$ cat config.mk
export PLATFORM = sky130hd
export DESIGN_NAME = decode_stage_flat
export DESIGN_NICKNAME = d
export VERILOG_FILES = /design/src/rtl/decode_stage_if.sv /design/src/rtl/decode_stage.sv /design/src/flat_wrapper.sv
export SDC_FILE = /design/constraint.sdc
export NUM_CORES = 1
export LEC_CHECK = 0
export ABC_AREA = 0
export CORE_ASPECT_RATIO = 0.9
export CORE_MARGIN = 10
export CORE_UTILIZATION = 47
export CTS_CLUSTER_DIAMETER = 60
export CTS_CLUSTER_SIZE = 30
export DETAILED_ROUTE_END_ITERATION = 6
export PLACE_DENSITY = 0.84
export RECOVER_POWER = 25
export SYNTH_ARGS = -nofsm -noshare
export SYNTH_HDL_FRONTEND = slang
export SYNTH_SLANG_ARGS = --single-unit
$ cat constraint.sdc
create_clock -name clk -period 4.9 [get_ports clk]
set_input_delay 0.49 -clock clk [delete_from_list [all_inputs] [get_ports clk]]
set_output_delay 0.49 -clock clk [all_outputs]
set_load 0.02 [all_outputs]
$ cat src/rtl/decode_stage_if.sv
`default_nettype none
// +----------------------------------------------------------------------------+
// | Module   : decode_stage_if                                                 |
// | Desc     : Fetch / regfile / writeback / execute signal bundle for decode. |
// |            DECODE_PERF_CNT_EN adds the perf_instr / perf_stall counters.   |
// | Revision : 1.0                                                             |
// +----------------------------------------------------------------------------+
interface decode_stage_if #(
  parameter int DATA_W = 32,
  parameter int ADDR_W = 5
);
  logic              if_valid;
  logic              if_ready;
  logic [DATA_W-1:0] if_instr;
  logic [DATA_W-1:0] if_pc;

  logic [ADDR_W-1:0] rf_readadd0;
  logic [ADDR_W-1:0] rf_readadd1;
  logic [DATA_W-1:0] rf_readdata0;
  logic [DATA_W-1:0] rf_readdata1;

  logic              wb_writeenable;
  logic [ADDR_W-1:0] wb_writeadd;
  logic [DATA_W-1:0] wb_writedata;

  logic              flush;
  logic              ex_ready;
  logic              ex_valid;
  logic [DATA_W-1:0] ex_pc;
  logic [DATA_W-1:0] ex_op0;
  logic [DATA_W-1:0] ex_op1;
  logic [DATA_W-1:0] ex_imm;
  logic [ADDR_W-1:0] ex_dest;
  logic [5:0]        ex_opcode;
  logic [5:0]        ex_funct;
  logic              ex_memread;
  logic              ex_regwrite;
`ifdef DECODE_PERF_CNT_EN
  logic [31:0]       perf_instr;
  logic [31:0]       perf_stall;
`endif

  // Decode stage side
  modport slave (
`ifdef DECODE_PERF_CNT_EN
    output perf_instr, perf_stall,
`endif
    input  if_valid, if_instr, if_pc,
    output if_ready,
    output rf_readadd0, rf_readadd1,
    input  rf_readdata0, rf_readdata1,
    input  wb_writeenable, wb_writeadd, wb_writedata,
    input  flush, ex_ready,
    output ex_valid, ex_pc, ex_op0, ex_op1, ex_imm, ex_dest,
    output ex_opcode, ex_funct, ex_memread, ex_regwrite
  );

  // Surrounding pipeline side
  modport master (
`ifdef DECODE_PERF_CNT_EN
    input  perf_instr, perf_stall,
`endif
    output if_valid, if_instr, if_pc,
    input  if_ready,
    input  rf_readadd0, rf_readadd1,
    output rf_readdata0, rf_readdata1,
    output wb_writeenable, wb_writeadd, wb_writedata,
    output flush, ex_ready,
    input  ex_valid, ex_pc, ex_op0, ex_op1, ex_imm, ex_dest,
    input  ex_opcode, ex_funct, ex_memread, ex_regwrite
  );
endinterface
`default_nettype wire

$ cat src/rtl/decode_stage.sv
`default_nettype none
// +----------------------------------------------------------------------------+
// | Module   : decode_stage                                                    |
// | Desc     : MIPS-style ID stage: regfile read, WB bypass, load-use stall    |
// |            and ID/EX register. DECODE_PERF_CNT_EN enables perf counters.   |
// | Revision : 1.0                                                             |
// +----------------------------------------------------------------------------+
module decode_stage #(
  parameter int DATA_W = 32,
  parameter int ADDR_W = 5
) (
  input  wire            clk,
  input  wire            rst,
  decode_stage_if.slave  bus
);
  localparam logic [5:0] c_op_rtype = 6'h00;
  localparam logic [5:0] c_op_j     = 6'h02;
  localparam logic [5:0] c_op_jal   = 6'h03;
  localparam logic [5:0] c_op_beq   = 6'h04;
  localparam logic [5:0] c_op_bne   = 6'h05;
  localparam logic [5:0] c_op_andi  = 6'h0C;
  localparam logic [5:0] c_op_ori   = 6'h0D;
  localparam logic [5:0] c_op_xori  = 6'h0E;
  localparam logic [5:0] c_op_lui   = 6'h0F;
  localparam logic [5:0] c_op_lw    = 6'h23;
  localparam logic [5:0] c_op_sw    = 6'h2B;

  logic [5:0]        w_opcode;
  logic [ADDR_W-1:0] w_rs;
  logic [ADDR_W-1:0] w_rt;
  logic [ADDR_W-1:0] w_rd;
  logic [15:0]       w_imm16;
  logic [DATA_W-1:0] w_op0;
  logic [DATA_W-1:0] w_op1;
  logic [DATA_W-1:0] w_imm;
  logic [ADDR_W-1:0] w_dest;
  logic              w_regwrite;
  logic              w_memread;
  logic              w_rt_src;
  logic              w_hazard;
  logic              w_ready;
  logic              w_accept;

  logic              r_ex_valid;
  logic [DATA_W-1:0] r_ex_pc;
  logic [DATA_W-1:0] r_ex_op0;
  logic [DATA_W-1:0] r_ex_op1;
  logic [DATA_W-1:0] r_ex_imm;
  logic [ADDR_W-1:0] r_ex_dest;
  logic [5:0]        r_ex_opcode;
  logic [5:0]        r_ex_funct;
  logic              r_ex_memread;
  logic              r_ex_regwrite;
  logic [ADDR_W-1:0] r_ex_rs;
  logic [ADDR_W-1:0] r_ex_rt;

  assign w_opcode = bus.if_instr[31:26];
  assign w_rs     = bus.if_instr[25:21];
  assign w_rt     = bus.if_instr[20:16];
  assign w_rd     = bus.if_instr[15:11];
  assign w_imm16  = bus.if_instr[15:0];

  assign bus.rf_readadd0 = w_rs;
  assign bus.rf_readadd1 = w_rt;

  // The regfile writes at the same edge we sample, so a WB hit must be forwarded
  always_comb begin
    w_op0 = bus.rf_readdata0;
    if (w_rs == '0)
      w_op0 = '0;
    else if (bus.wb_writeenable && (bus.wb_writeadd == w_rs))
      w_op0 = bus.wb_writedata;
  end

  always_comb begin
    w_op1 = bus.rf_readdata1;
    if (w_rt == '0)
      w_op1 = '0;
    else if (bus.wb_writeenable && (bus.wb_writeadd == w_rt))
      w_op1 = bus.wb_writedata;
  end

  always_comb begin
    w_dest     = w_rt;
    w_regwrite = (w_rt != '0);
    w_memread  = 1'b0;
    w_rt_src   = 1'b0;
    case (w_opcode)
      c_op_rtype: begin
        w_dest     = w_rd;
        w_regwrite = (w_rd != '0);
        w_rt_src   = 1'b1;
      end
      c_op_lw:  w_memread = 1'b1;
      c_op_sw, c_op_beq, c_op_bne: begin
        w_regwrite = 1'b0;
        w_rt_src   = 1'b1;
      end
      c_op_j:   w_regwrite = 1'b0;
      c_op_jal: begin
        w_dest     = {ADDR_W{1'b1}};
        w_regwrite = 1'b1;
      end
      default: ;
    endcase
  end

  always_comb begin
    w_imm = {{(DATA_W-16){w_imm16[15]}}, w_imm16};
    case (w_opcode)
      c_op_andi, c_op_ori, c_op_xori: w_imm = {{(DATA_W-16){1'b0}}, w_imm16};
      c_op_lui:                       w_imm = {w_imm16, {(DATA_W-16){1'b0}}};
      default: ;
    endcase
  end

  assign w_hazard = bus.if_valid && r_ex_valid && r_ex_memread && (r_ex_dest != '0) &&
                    ((r_ex_dest == w_rs) || (w_rt_src && (r_ex_dest == w_rt)));
  assign w_ready  = rst && ((((!r_ex_valid) || bus.ex_ready) && !w_hazard) || bus.flush);
  assign w_accept = bus.if_valid && w_ready;
  assign bus.if_ready = w_ready;

  always_ff @(posedge clk) begin
    if (!rst) begin
      r_ex_valid    <= 1'b0;
      r_ex_pc       <= '0;
      r_ex_op0      <= '0;
      r_ex_op1      <= '0;
      r_ex_imm      <= '0;
      r_ex_dest     <= '0;
      r_ex_opcode   <= '0;
      r_ex_funct    <= '0;
      r_ex_memread  <= 1'b0;
      r_ex_regwrite <= 1'b0;
      r_ex_rs       <= '0;
      r_ex_rt       <= '0;
    end else if (bus.flush) begin
      r_ex_valid <= 1'b0;
    end else if (w_accept) begin
      r_ex_valid    <= 1'b1;
      r_ex_pc       <= bus.if_pc;
      r_ex_op0      <= w_op0;
      r_ex_op1      <= w_op1;
      r_ex_imm      <= w_imm;
      r_ex_dest     <= w_dest;
      r_ex_opcode   <= w_opcode;
      r_ex_funct    <= bus.if_instr[5:0];
      r_ex_memread  <= w_memread;
      r_ex_regwrite <= w_regwrite;
      r_ex_rs       <= w_rs;
      r_ex_rt       <= w_rt;
    end else if (!r_ex_valid || bus.ex_ready) begin
      r_ex_valid <= 1'b0;
    end else if (bus.wb_writeenable && (bus.wb_writeadd != '0)) begin
      // Stalled instruction keeps tracking writeback so its operands never go stale
      if (bus.wb_writeadd == r_ex_rs)
        r_ex_op0 <= bus.wb_writedata;
      if (bus.wb_writeadd == r_ex_rt)
        r_ex_op1 <= bus.wb_writedata;
    end
  end

  assign bus.ex_valid    = r_ex_valid;
  assign bus.ex_pc       = r_ex_pc;
  assign bus.ex_op0      = r_ex_op0;
  assign bus.ex_op1      = r_ex_op1;
  assign bus.ex_imm      = r_ex_imm;
  assign bus.ex_dest     = r_ex_dest;
  assign bus.ex_opcode   = r_ex_opcode;
  assign bus.ex_funct    = r_ex_funct;
  assign bus.ex_memread  = r_ex_memread;
  assign bus.ex_regwrite = r_ex_regwrite;

`ifdef DECODE_PERF_CNT_EN
  logic [31:0] r_perf_instr;
  logic [31:0] r_perf_stall;

  always_ff @(posedge clk) begin
    if (!rst) begin
      r_perf_instr <= '0;
      r_perf_stall <= '0;
    end else if (!bus.flush) begin
      if (w_accept)
        r_perf_instr <= r_perf_instr + 32'd1;
      if (w_hazard && bus.ex_ready)
        r_perf_stall <= r_perf_stall + 32'd1;
    end
  end

  assign bus.perf_instr = r_perf_instr;
  assign bus.perf_stall = r_perf_stall;
`endif
endmodule
`default_nettype wire

$ cat src/flat_wrapper.sv
// flat-port wrapper written by rule: the top's interface ports become plain ports
module decode_stage_flat 
#(
  parameter int DATA_W = 32,
  parameter int ADDR_W = 5
)
  (clk, rst, bus_if_valid, bus_if_instr, bus_if_pc, bus_if_ready, bus_rf_readadd0, bus_rf_readadd1, bus_rf_readdata0, bus_rf_readdata1, bus_wb_writeenable, bus_wb_writeadd, bus_wb_writedata, bus_flush, bus_ex_ready, bus_ex_valid, bus_ex_pc, bus_ex_op0, bus_ex_op1, bus_ex_imm, bus_ex_dest, bus_ex_opcode, bus_ex_funct, bus_ex_memread, bus_ex_regwrite);
  decode_stage_if #(.DATA_W(DATA_W), .ADDR_W(ADDR_W)) bus_i ();
  input  wire clk;
  input  wire rst;
  input wire logic [$bits(bus_i.if_valid)-1:0] bus_if_valid;
  input wire logic [$bits(bus_i.if_instr)-1:0] bus_if_instr;
  input wire logic [$bits(bus_i.if_pc)-1:0] bus_if_pc;
  output wire logic [$bits(bus_i.if_ready)-1:0] bus_if_ready;
  output wire logic [$bits(bus_i.rf_readadd0)-1:0] bus_rf_readadd0;
  output wire logic [$bits(bus_i.rf_readadd1)-1:0] bus_rf_readadd1;
  input wire logic [$bits(bus_i.rf_readdata0)-1:0] bus_rf_readdata0;
  input wire logic [$bits(bus_i.rf_readdata1)-1:0] bus_rf_readdata1;
  input wire logic [$bits(bus_i.wb_writeenable)-1:0] bus_wb_writeenable;
  input wire logic [$bits(bus_i.wb_writeadd)-1:0] bus_wb_writeadd;
  input wire logic [$bits(bus_i.wb_writedata)-1:0] bus_wb_writedata;
  input wire logic [$bits(bus_i.flush)-1:0] bus_flush;
  input wire logic [$bits(bus_i.ex_ready)-1:0] bus_ex_ready;
  output wire logic [$bits(bus_i.ex_valid)-1:0] bus_ex_valid;
  output wire logic [$bits(bus_i.ex_pc)-1:0] bus_ex_pc;
  output wire logic [$bits(bus_i.ex_op0)-1:0] bus_ex_op0;
  output wire logic [$bits(bus_i.ex_op1)-1:0] bus_ex_op1;
  output wire logic [$bits(bus_i.ex_imm)-1:0] bus_ex_imm;
  output wire logic [$bits(bus_i.ex_dest)-1:0] bus_ex_dest;
  output wire logic [$bits(bus_i.ex_opcode)-1:0] bus_ex_opcode;
  output wire logic [$bits(bus_i.ex_funct)-1:0] bus_ex_funct;
  output wire logic [$bits(bus_i.ex_memread)-1:0] bus_ex_memread;
  output wire logic [$bits(bus_i.ex_regwrite)-1:0] bus_ex_regwrite;
  assign bus_i.if_valid = bus_if_valid;
  assign bus_i.if_instr = bus_if_instr;
  assign bus_i.if_pc = bus_if_pc;
  assign bus_if_ready = bus_i.if_ready;
  assign bus_rf_readadd0 = bus_i.rf_readadd0;
  assign bus_rf_readadd1 = bus_i.rf_readadd1;
  assign bus_i.rf_readdata0 = bus_rf_readdata0;
  assign bus_i.rf_readdata1 = bus_rf_readdata1;
  assign bus_i.wb_writeenable = bus_wb_writeenable;
  assign bus_i.wb_writeadd = bus_wb_writeadd;
  assign bus_i.wb_writedata = bus_wb_writedata;
  assign bus_i.flush = bus_flush;
  assign bus_i.ex_ready = bus_ex_ready;
  assign bus_ex_valid = bus_i.ex_valid;
  assign bus_ex_pc = bus_i.ex_pc;
  assign bus_ex_op0 = bus_i.ex_op0;
  assign bus_ex_op1 = bus_i.ex_op1;
  assign bus_ex_imm = bus_i.ex_imm;
  assign bus_ex_dest = bus_i.ex_dest;
  assign bus_ex_opcode = bus_i.ex_opcode;
  assign bus_ex_funct = bus_i.ex_funct;
  assign bus_ex_memread = bus_i.ex_memread;
  assign bus_ex_regwrite = bus_i.ex_regwrite;
  decode_stage #(.DATA_W(DATA_W), .ADDR_W(ADDR_W)) u_core (.clk(clk), .rst(rst), .bus(bus_i));
endmodule
==> After elaboration in Yosys (flattened, before gate mapping) <==
Cells that the tools add are included.
{ "classes": {"eq_ne": 17, "n_mux": 19, "n_bitwise": 2, "reduce_logical": 34} }
{ "ops": {"columns": ["cell", "n"], "rows": [
  ["$mux W32", 12],
  ["$pmux W32 S2", 1],
  ["$eq A5 B5 Y1", 6],
  ["$eq A6 B4 Y1 const B", 4],
  ["$reduce_bool A5 Y1", 4],
  ["$eq A6 B2 Y1 const B", 2],
  ["$eq A6 B3 Y1 const B", 2],
  ["$eq A6 B6 Y1 const B", 2],
  ["$logic_and A1 B1 Y1", 11],
  ["$logic_not A5 Y1", 2],
  ["$pmux W5 S2", 1],
  ["$reduce_and A4 Y1", 2],
  ["$reduce_bool A2 Y1", 4],
  ["$reduce_or A4 Y1", 2],
  ["$logic_not A6 Y1", 1],
  ["$mux W1", 4],
  ["$logic_or A1 B1 Y1", 3],
  ["$pmux W1 S3", 1],
  ["$reduce_or A3 Y1", 1],
  ["$logic_not A1 Y1", 2],
  ["$ne A2 B1 Y1 const B", 1],
  ["$not A1 Y1", 2],
  ["$reduce_and A2 Y1", 1],
  ["$reduce_or A2 Y1", 1]
]} }
{ "word_totals": {"regBits": 158} }

==> Depth between registers and ports, before layout <==
Gate-level depths: netlist of the first run.
{ "depth": {"word_depth": 13, "depth_mapped": 10, "mapped_depth_nobuf": 6} }

==> Worst setup path before layout of the first run <==
No wires, ideal clock.
{ "synth_timing": {"kind": "input to output", "startpoint": "in bus_if_instr[20]", "endpoint": "out bus_if_ready", "arrival_ps": 2215, "required_time_ps": 4410, "setup_slack_ps": 2195, "stages": 8, "path_buffers": 3, "path_cell_list": "clkbuf_1 xnor2_1 nand2_1 or4_4 a211o_1 buf_2 buf_2 and3_1"} }
{ "synth_between": {"elab_chain_cells": 8} }
{ "synth_rtl": {"columns": ["item", "line", "rtl"], "rows": [
  ["start: declaration", "flat_wrapper.sv:12", "input wire logic [$bits(bus_i.if_instr)-1:0] bus_if_instr;"],
  ["$eq A5 B5 Y1", "decode_stage.sv:118", "((r_ex_dest == w_rs) || (w_rt_src && (r_ex_dest == w_rt)));"],
  ["$logic_and A1 B1 Y1", "decode_stage.sv:118", null],
  ["$logic_or A1 B1 Y1", "decode_stage.sv:118", null],
  ["$logic_and A1 B1 Y1", "decode_stage.sv:117", "assign w_hazard = bus.if_valid && r_ex_valid && r_ex_memread && (r_ex_dest != '0) &&"],
  ["$logic_not A1 Y1", "decode_stage.sv:119", "assign w_ready = rst && ((((!r_ex_valid) || bus.ex_ready) && !w_hazard) || bus.flush);"],
  ["$logic_and A1 B1 Y1", "decode_stage.sv:119", null],
  ["$logic_or A1 B1 Y1", "decode_stage.sv:119", null],
  ["$logic_and A1 B1 Y1", "decode_stage.sv:119", null],
  ["end: declaration", "flat_wrapper.sv:14", "output wire logic [$bits(bus_i.if_ready)-1:0] bus_if_ready;"]
]} }
No other way between the ends.

==> Worst setup path after layout of the first run <==
{ "layout_timing": {"startpoint": "in bus_if_instr[27]", "endpoint": "out bus_if_ready"} }
{ "layout_between": {"elab_chain_cells": 10, "elab_cells_between_ends": 13, "classes_between": "eq/ne: 3; mux: 1; reduce/logical: 9"} }
{ "layout_rtl": {"columns": ["item", "line", "rtl"], "rows": [
  ["$eq A6 B6 Y1, or another cell as far along", "decode_stage.sv:88", "case (w_opcode)"],
  ["$reduce_or A4 Y1 (no source line) (*)", null, null],
  ["$mux W1 (*)", "decode_stage.sv:88", null],
  ["$logic_and A1 B1 Y1 (*)", "decode_stage.sv:118", null],
  ["$logic_or A1 B1 Y1 (*)", "decode_stage.sv:118", null],
  ["$logic_and A1 B1 Y1 (*)", "decode_stage.sv:117", null],
  ["$logic_not A1 Y1 (*)", "decode_stage.sv:119", null],
  ["$logic_and A1 B1 Y1 (*)", "decode_stage.sv:119", null],
  ["$logic_or A1 B1 Y1 (*)", "decode_stage.sv:119", null],
  ["$logic_and A1 B1 Y1 (*)", "decode_stage.sv:119", null]
]} }
Every way passes the cells marked *; elsewhere a longest branch is shown, timed or not.

==> results of run 1 <==
-- Yosys cell counts, types with 2 or more instances --
| master | instances |
|---|---|
| a211oi_1 | 80 |
| a311oi_2 | 40 |
| or4_4 | 2 |
| nor2_1 | 5 |
| xor2_1 | 14 |
| clkbuf_1 | 79 |
| nor4_2 | 2 |
| nor2b_1 | 2 |
| a311oi_1 | 24 |
| nand4_1 | 18 |
| o22ai_1 | 5 |
| buf_1 | 3 |
| buf_2 | 22 |
| nand2b_1 | 2 |
| inv_1 | 9 |
| nand2_1 | 3 |
| or4_1 | 5 |
| nor3b_1 | 3 |
| buf_6 | 7 |
| nor4_1 | 2 |
| xnor2_1 | 16 |
| or3_1 | 5 |
| a21oi_1 | 115 |
| nor3_1 | 8 |
| and3_1 | 2 |
| nand3_1 | 128 |
| clkbuf_2 | 6 |
| dfxtp_1 | 158 |
| buf_4 | 13 |
| o21ai_0 | 144 |
-- critical path: cells and delay by family --
kind,cells,cell delay (ps)
buffers and inverters,2,1440
AND/OR/NAND/NOR,3,890
AO/OA/AOI/OAI,2,520
-- kinds of logic after synthesis --
family	Yosys count
AOI/OAI and AO/OA	418
DFF	158
buffers and inverters	140
and+or+nand+nor	192
xor gates and xnor gates	30
-- registers in the layout (all words and copies together), names as in the netlist --
name and flops:
u_core.bus.ex_op0 32, u_core.bus.ex_dest 5, u_core.bus.ex_pc 32, u_core.bus.ex_op1 32
u_core.bus.ex_funct 6, u_core.r_ex_rs 5, u_core.bus.ex_imm 32, u_core.r_ex_rt 5
u_core.bus.ex_memread 1, u_core.bus.ex_valid 1, u_core.bus.ex_opcode 6, u_core.bus.ex_regwrite 1
-- how the worst min path moves through the flow --
stage	start	endpoint	cells past startpoint
floorplan	u_core.r_ex_rs[0]	u_core.r_ex_rs[0]	2
global placement	u_core.bus.ex_imm[5]	u_core.bus.ex_imm[5]	2
detailed placement	u_core.bus.ex_imm[31]	u_core.bus.ex_imm[31]	2
CTS	u_core.bus.ex_imm[31]	u_core.bus.ex_imm[31]	2
global route	u_core.bus.ex_funct[1]	u_core.bus.ex_funct[1]	2
finish	u_core.bus.ex_imm[31]	u_core.bus.ex_imm[31]	2
-- area by class of cell --
type	instances	share of cell area
diodes	4	0.000854
clock buffers	20	0.0390
clock inverters	9	0.0117
inverters	10	0.00363
multi-input cells	640	0.359
flip-flops and latches	158	0.270
well taps	211	0.0225
repair buffers	347	0.294
-- power by group --
part	total (mW)	switching [mW]	internal [mW]
sequential	1.37	0.0311	1.34
combinational	0.670	0.364	0.306
clock	1.37	0.543	0.823
total	3.41	0.938	2.47
-- through the flow --
step	instances	total power [mW]	utilization	area (um^2)	setup slack (ps)
6_report	1399	3.41	0.699	11700	1070
5_1_grt	1398	3.51	0.699	11700	966
2_1_floorplan	938	1.73	-	7970	2190
3_5_place_dp	1366	2.07	0.663	11100	1040
4_1_cts	1395	3.42	0.698	11700	1090
3_3_place_gp	1366	2.06	0.663	11100	1100
-- routing by layer --
metal,global-route usage,share of wire,vias up
li1,-,-,4048
met4,0.118,0.030,0
met2,0.436,0.48,515
met3,0.0935,0.11,59
met1,0.330,0.38,4200
met5,0,0,-
==> summary.txt, run 1 <==
Clock tree
  – Reg clk slew, reported paths: 60 ps
  – H-tree depth: 4
  – Clock buffer count from CTS: 17
  – CTS Buffer Depth: 2
  – Worst skew pair latency: 430 ps
  – Setup repair bufs after CTS: 0
  – CTS Root Cell: clkbuf_16
  – CTS Hold Bufs: 0
  – Post-CTS resize count: 0
  – Clock Sink Count: 158
  – CTS tree: yes

Hold path
  – Hold/Removal Path Class: reg -> reg

Run
  – MaxCap Viol Count: 0

Logic synthesis
  – Synth cell types: 46
  – Register bit total from synthesis: 158
  – Mapped Area: 7970 um^2
  – Synth Flop Type: dfxtp_1
  – Syn avg cell area: approximately 8.5 um^2
  – Syn Nets: 1,109
  – Post-Synth Adder-Cell Area: 0
  – Warnings, synthesis: 0
  – Largest family of logic cells by synthesized area: compound AO/OA/AOI/OAI gates
  – Sequential area share after synthesis: 0.397
  – Post-synth EDFFs: 0
  – Async set or reset register ratio after synthesis: 0
  – Leading post-synthesis cells by cell area: dfxtp_1, o21ai_0, nand3_1
  – Yosys top cell by area: dfxtp_1
  – Multiplexer share of the synthesized area: 0
  – Post-synthesis compound-gate area fraction: 0.355
  – Yosys top cell area share: 0.397
  – Synth Area in Simple Gates: 0.132
  – XOR/XNOR Fraction of Synth Area: 0.0330
  – Cells after synthesis: 938

STA
  – Tcrit/Tclk final: 0.781
  – Setup_tns: 0 ps
  – Final setup fails: 0
  – Fin Hold WS: 468 ps
  – Number of max-slew violations in the final report: 0
  – FMAX: 261 MHz
  – Worst-Margin Slew: 1030 ps
  – RSZ-0062 raised after global routing: no
  – Final Hold Fails: 0
  – Tmin final: roughly 3800 ps
  – Relative slew slack: 0.310
  – Post-route clock skew: 14.3 ps

Floorplanning
  – DIE WIDTH: 157 um
  – FP Rows: 45
  – Die Footprint: 22,600 um^2
  – # IOs: 330
  – Initial core utilization: 0.475
  – Core Area: between 15,000 and 20,000 um^2
  – Die Ht: 144 um

Route
  – Vias per cell: 6.31
  – Iteration-0 DRC Markers: 868
  – Vias: 8,822
  – WL final: 32.7 mm
  – Total iterations of the first detailed-routing run: 6
  – Routed wire length per instance: 23.4 um
  – Post-route ant nets: 0
  – DRC viols: 0

Worst setup path
  – CP Max Fanout: 17
  – CP Data Arrival Time: about 3300 ps
  – CP max-delay cell: clkdlybuf4s50_1
  – Worst setup path end: bus_if_ready
  – CP Capture Type: output pin
  – CP Cell Sequence: clkdlybuf4s50_1, nand4b_1, a2bb2oi_1, or4_4, a211o_2, and3_1, clkdlybuf4s50_1
  – Crit path launch: bus_if_instr[27]
  – R2R cell count: 7
  – Crit-path max cell delay: 820 ps
  – CP required: 4410 ps
  – Setup Crit Path Kind: in -> out
  – R2r endpoint: u_core.bus.ex_op1[10]
  – CP most frequent cell: clkdlybuf4s50_1
  – Worst r2r src: u_core.bus.ex_dest[1]
  – Crit start category: input pin
  – Reg2reg setup slack: 1550 ps

Global routing
  – Total global routing overflow: 0
  – Largest net degree at the start of global routing: 154
  – Initial antenna violation count: 3
  – Vias in the first global route: 8,516
  – Global Route Usage Sum: 0.274
  – First-pass GRT wire length: 49.4 mm

Cells and area
  – Syn-to-layout area delta: 47.0%
  – Most frequent cells in the layout: clkdlybuf4s50_1, dfxtp_1, o21ai_0
  – Area of the multi-input gates: ~4200 um^2
  – Storage cell area: 3160 um^2
  – Layout fillers: 1,327
  – Layout net count: about 1,300
  – Share of layout cells above drive strength 1: 0.0878
  – Leading cell type in the layout, fill and taps excluded: clkdlybuf4s50_1

Placed design
  – PortBufs: roughly 330
  – Post-DP HPWL: 22.2 mm
  – Placer Congestion: about 0.9

Outcome
  – Status: finished clean

Power and ir drop
  – Power Density: 291 nW/um^2
  – Worst vdd ir: roughly 0.28 mV
  – Pleak: 3.97 nW
Power figures use the tool's default switching activity.
==> run 2: changes to the inputs <==
Settings changed: CORE_UTILIZATION 47 to 39, PLACE_DENSITY 0.84 to 0.74.
Clock period 4.9 ns to 3.3 ns, I/O delays scaled along.
==> summary.txt, run 2 (same netlist as run 1, synthesis figures left out) <==
Run
  – MaxCap Viol Count: 0 (unchanged)

Clock tree
  – H-tree depth: 4 (unchanged)
  – Setup repair bufs after CTS: 0 (unchanged)
  – Post-CTS resize count: 2 (+2)
  – Worst skew pair latency: 430 ps (about the same)
  – Clock Sink Count: 158 (unchanged)
  – Clock buffer count from CTS: 17 (unchanged)
  – CTS Buffer Depth: 2 (unchanged)
  – Reg clk slew, reported paths: 70 ps (about the same)
  – CTS tree: yes
  – CTS Root Cell: clkbuf_16
  – CTS Hold Bufs: 0 (unchanged)

Worst setup path
  – CP required: 2970 ps (-1440 ps)
  – Crit-path max cell delay: 610 ps (-210 ps)
  – CP max-delay cell: or4_4
  – CP Max Fanout: 5 (-12)
  – Bufs and invs on worst path: 1 (-1)
  – R2r endpoint: u_core.bus.ex_op1[19]
  – Crit path max-delay family: simple AND/OR/NAND/NOR gates
  – Crit start category: flip-flop
  – CP Capture Type: output pin
  – Reg2reg setup slack: 560 ps (-990 ps)
  – R2R cell count: 7 (unchanged)
  – Worst r2r src: u_core.bus.ex_dest[2]
  – CP Data Arrival Time: 2720 ps (-620 ps)
  – Setup Crit Path Kind: reg -> out
  – CP Cell Sequence: xnor2_1, nand4_1, or4_4, a211o_2, and3_1, dlygate4sd2_1

Cells and area
  – Most frequent cells in the layout: clkdlybuf4s50_1, dfxtp_1, o21ai_0
  – Share of layout cells above drive strength 1: 0.105 (+0.0167)
  – Layout fillers: 1,775 (+34%)
  – Design area: 11,900 um^2 (+1.6%)
  – Syn-to-layout area delta: 49.4%
  – Leading cell type in the layout, fill and taps excluded: clkdlybuf4s50_1
  – Layout net count: 1,363 (+1.3%)

STA
  – Tcrit/Tclk final: 0.924
  – Relative slew slack: 0.198 (-0.112)
  – RSZ-0062 raised after global routing: no
  – Worst-Margin Slew: 1200 ps (+170 ps)
  – Final setup fails: 0 (unchanged)
  – Tmin final: 3050 ps
  – Setup_tns: 0 ps (unchanged)
  – Post-route clock skew: 12.7 ps (-1.54 ps)
  – Final Hold Fails: 0 (unchanged)
  – Number of max-slew violations in the final report: 0 (unchanged)
  – FMAX: 328 MHz

Route
  – Iteration-0 DRC Markers: 852 (-1.8%)
  – Total iterations of the first detailed-routing run: 7 (+1)
  – Routed wire length per instance: 23.4 um (+0.15%)
  – DRC viols: 0 (unchanged)
  – Vias per cell: 6.11 (-3.1%)
  – Vias: 8,932 (+1.2%)
  – WL final: 34.2 mm (+4.7%)
  – Post-route ant nets: 0 (unchanged)

Hold path
  – Hold/Removal Path Class: in -> reg
  – Hold Path End: u_core.bus.ex_pc[5]
  – Hold Startpoint: bus_if_pc[5]
  – Hold path cells: 3 (+1)

Global routing
  – First-pass GRT wire length: 52.0 mm (+5.4%)
  – Largest net degree at the start of global routing: 89 (-42%)
  – Global Route Usage Sum: 0.246 (-0.0279)
  – Initial antenna violation count: 4 (+1)
  – Vias in the first global route: 8,642 (+1.5%)
  – Total global routing overflow: 0 (unchanged)

Floorplanning
  – FP Rows: 49 (+8.9%)
  – Die Footprint: 26,600 um^2 (+18%)
  – Core Area: 20,000 um^2 (+19%)
  – DIE WIDTH: 171 um (+8.5%)
  – Initial core utilization: 0.398 (-0.0775)
  – Die Ht: 156 um (+8.4%)
  – # IOs: 330 (unchanged)

Power and ir drop
  – Comb pwr share: 0.207 (+0.010)
  – Pleak: 4.04 nW (+1.8%)
  – Overall Power: 4.94 mW (+45%)
  – Worst vdd ir: 0.360 mV (+30%)
  – Sw Ratio: 0.300 (+0.0251)
  – P_int: 3.46 mW (+40%)
  – Seq pwr share: 0.412 (+0.009)
  – Clock share of power: 0.382 (-0.019)
  – NetSw: 1.49 mW (+58%)
  – Power Density: 415 nW/um^2 (+43%)

Placed design
  – PortBufs: 329 (unchanged)
  – Post-DP HPWL: 23.4 mm (+5.5%)
  – Placer Congestion: 0.831 (-8.6%)
  – Placed inst area: 11,400 um^2 (+2.2%)

Outcome
  – Status: finished clean
-- run 2: cell type report --
cell class              count  area [um^2]  area share
repair buffers            365         3620       0.304
diodes                      2         5.00    0.000420
flip-flops and latches    158         3160       0.266
clock buffers              19          443      0.0372
inverters                  10         42.5     0.00357
clock inverters            13          106     0.00893
multi-input cells         640         4210       0.353
well taps                 255          319      0.0268
-- run 2: worst max-delay path by stage --
| stage | end | slack (ps) | from | cells past startpoint |
|---|---|---|---|---|
| finish | bus_if_ready | 250 | u_core.bus.ex_dest[2] | 6 |
| global route | bus_if_ready | 130 | u_core.bus.ex_dest[2] | 6 |
| CTS | bus_if_ready | 220 | u_core.bus.ex_dest[2] | 6 |
| detailed placement | bus_if_ready | 150 | bus_if_instr[17] | 7 |
| global placement | bus_if_ready | 160 | bus_if_instr[17] | 7 |
| floorplan | bus_if_ready | 800 | u_core.bus.ex_dest[1] | 7 |
-- run 2: power by group through the flow --
| stage | sequential, mW | clock (mW) | combinational [mW] |
|---|---|---|---|
| 5_1_grt | 2.04 | 2.00 | 1.09 |
| 4_1_cts | 2.04 | 1.91 | 1.03 |
| 6_report | 2.03 | 1.89 | 1.02 |
| 3_3_place_gp | 2.08 | 0 | 1.02 |
| 2_1_floorplan | 2.17 | 0 | 0.408 |
| 3_5_place_dp | 2.08 | 0 | 1.03 |
-- run 2: worst reg2reg max path, stage by stage, from the launching register on --
cell and delay (ps):
dfxtp_1 390, or4_1 540, o211ai_2 220, or4_4 230
a211o_2 150, buf_4 570, nand3_1 270, a311oi_2 290
-- run 2: stage by stage --
stage	worst slack (ps)	util	std cells	hold WS (ps)
floorplan	798	-	938	403
global placement	159	0.567	1428	459
detailed placement	146	0.567	1428	466
CTS	220	0.594	1460	438
global route	126	0.594	1462	446
finish	250	0.594	1462	460
-- run 2: layer usage --
metal	part of all wire	vias up	track usage
met3	0.11	73	0.0961
met5	0.00079	-	0
met1	0.39	4311	0.297
met4	0.032	4	0.103
met2	0.46	454	0.382
li1	-	4090	-
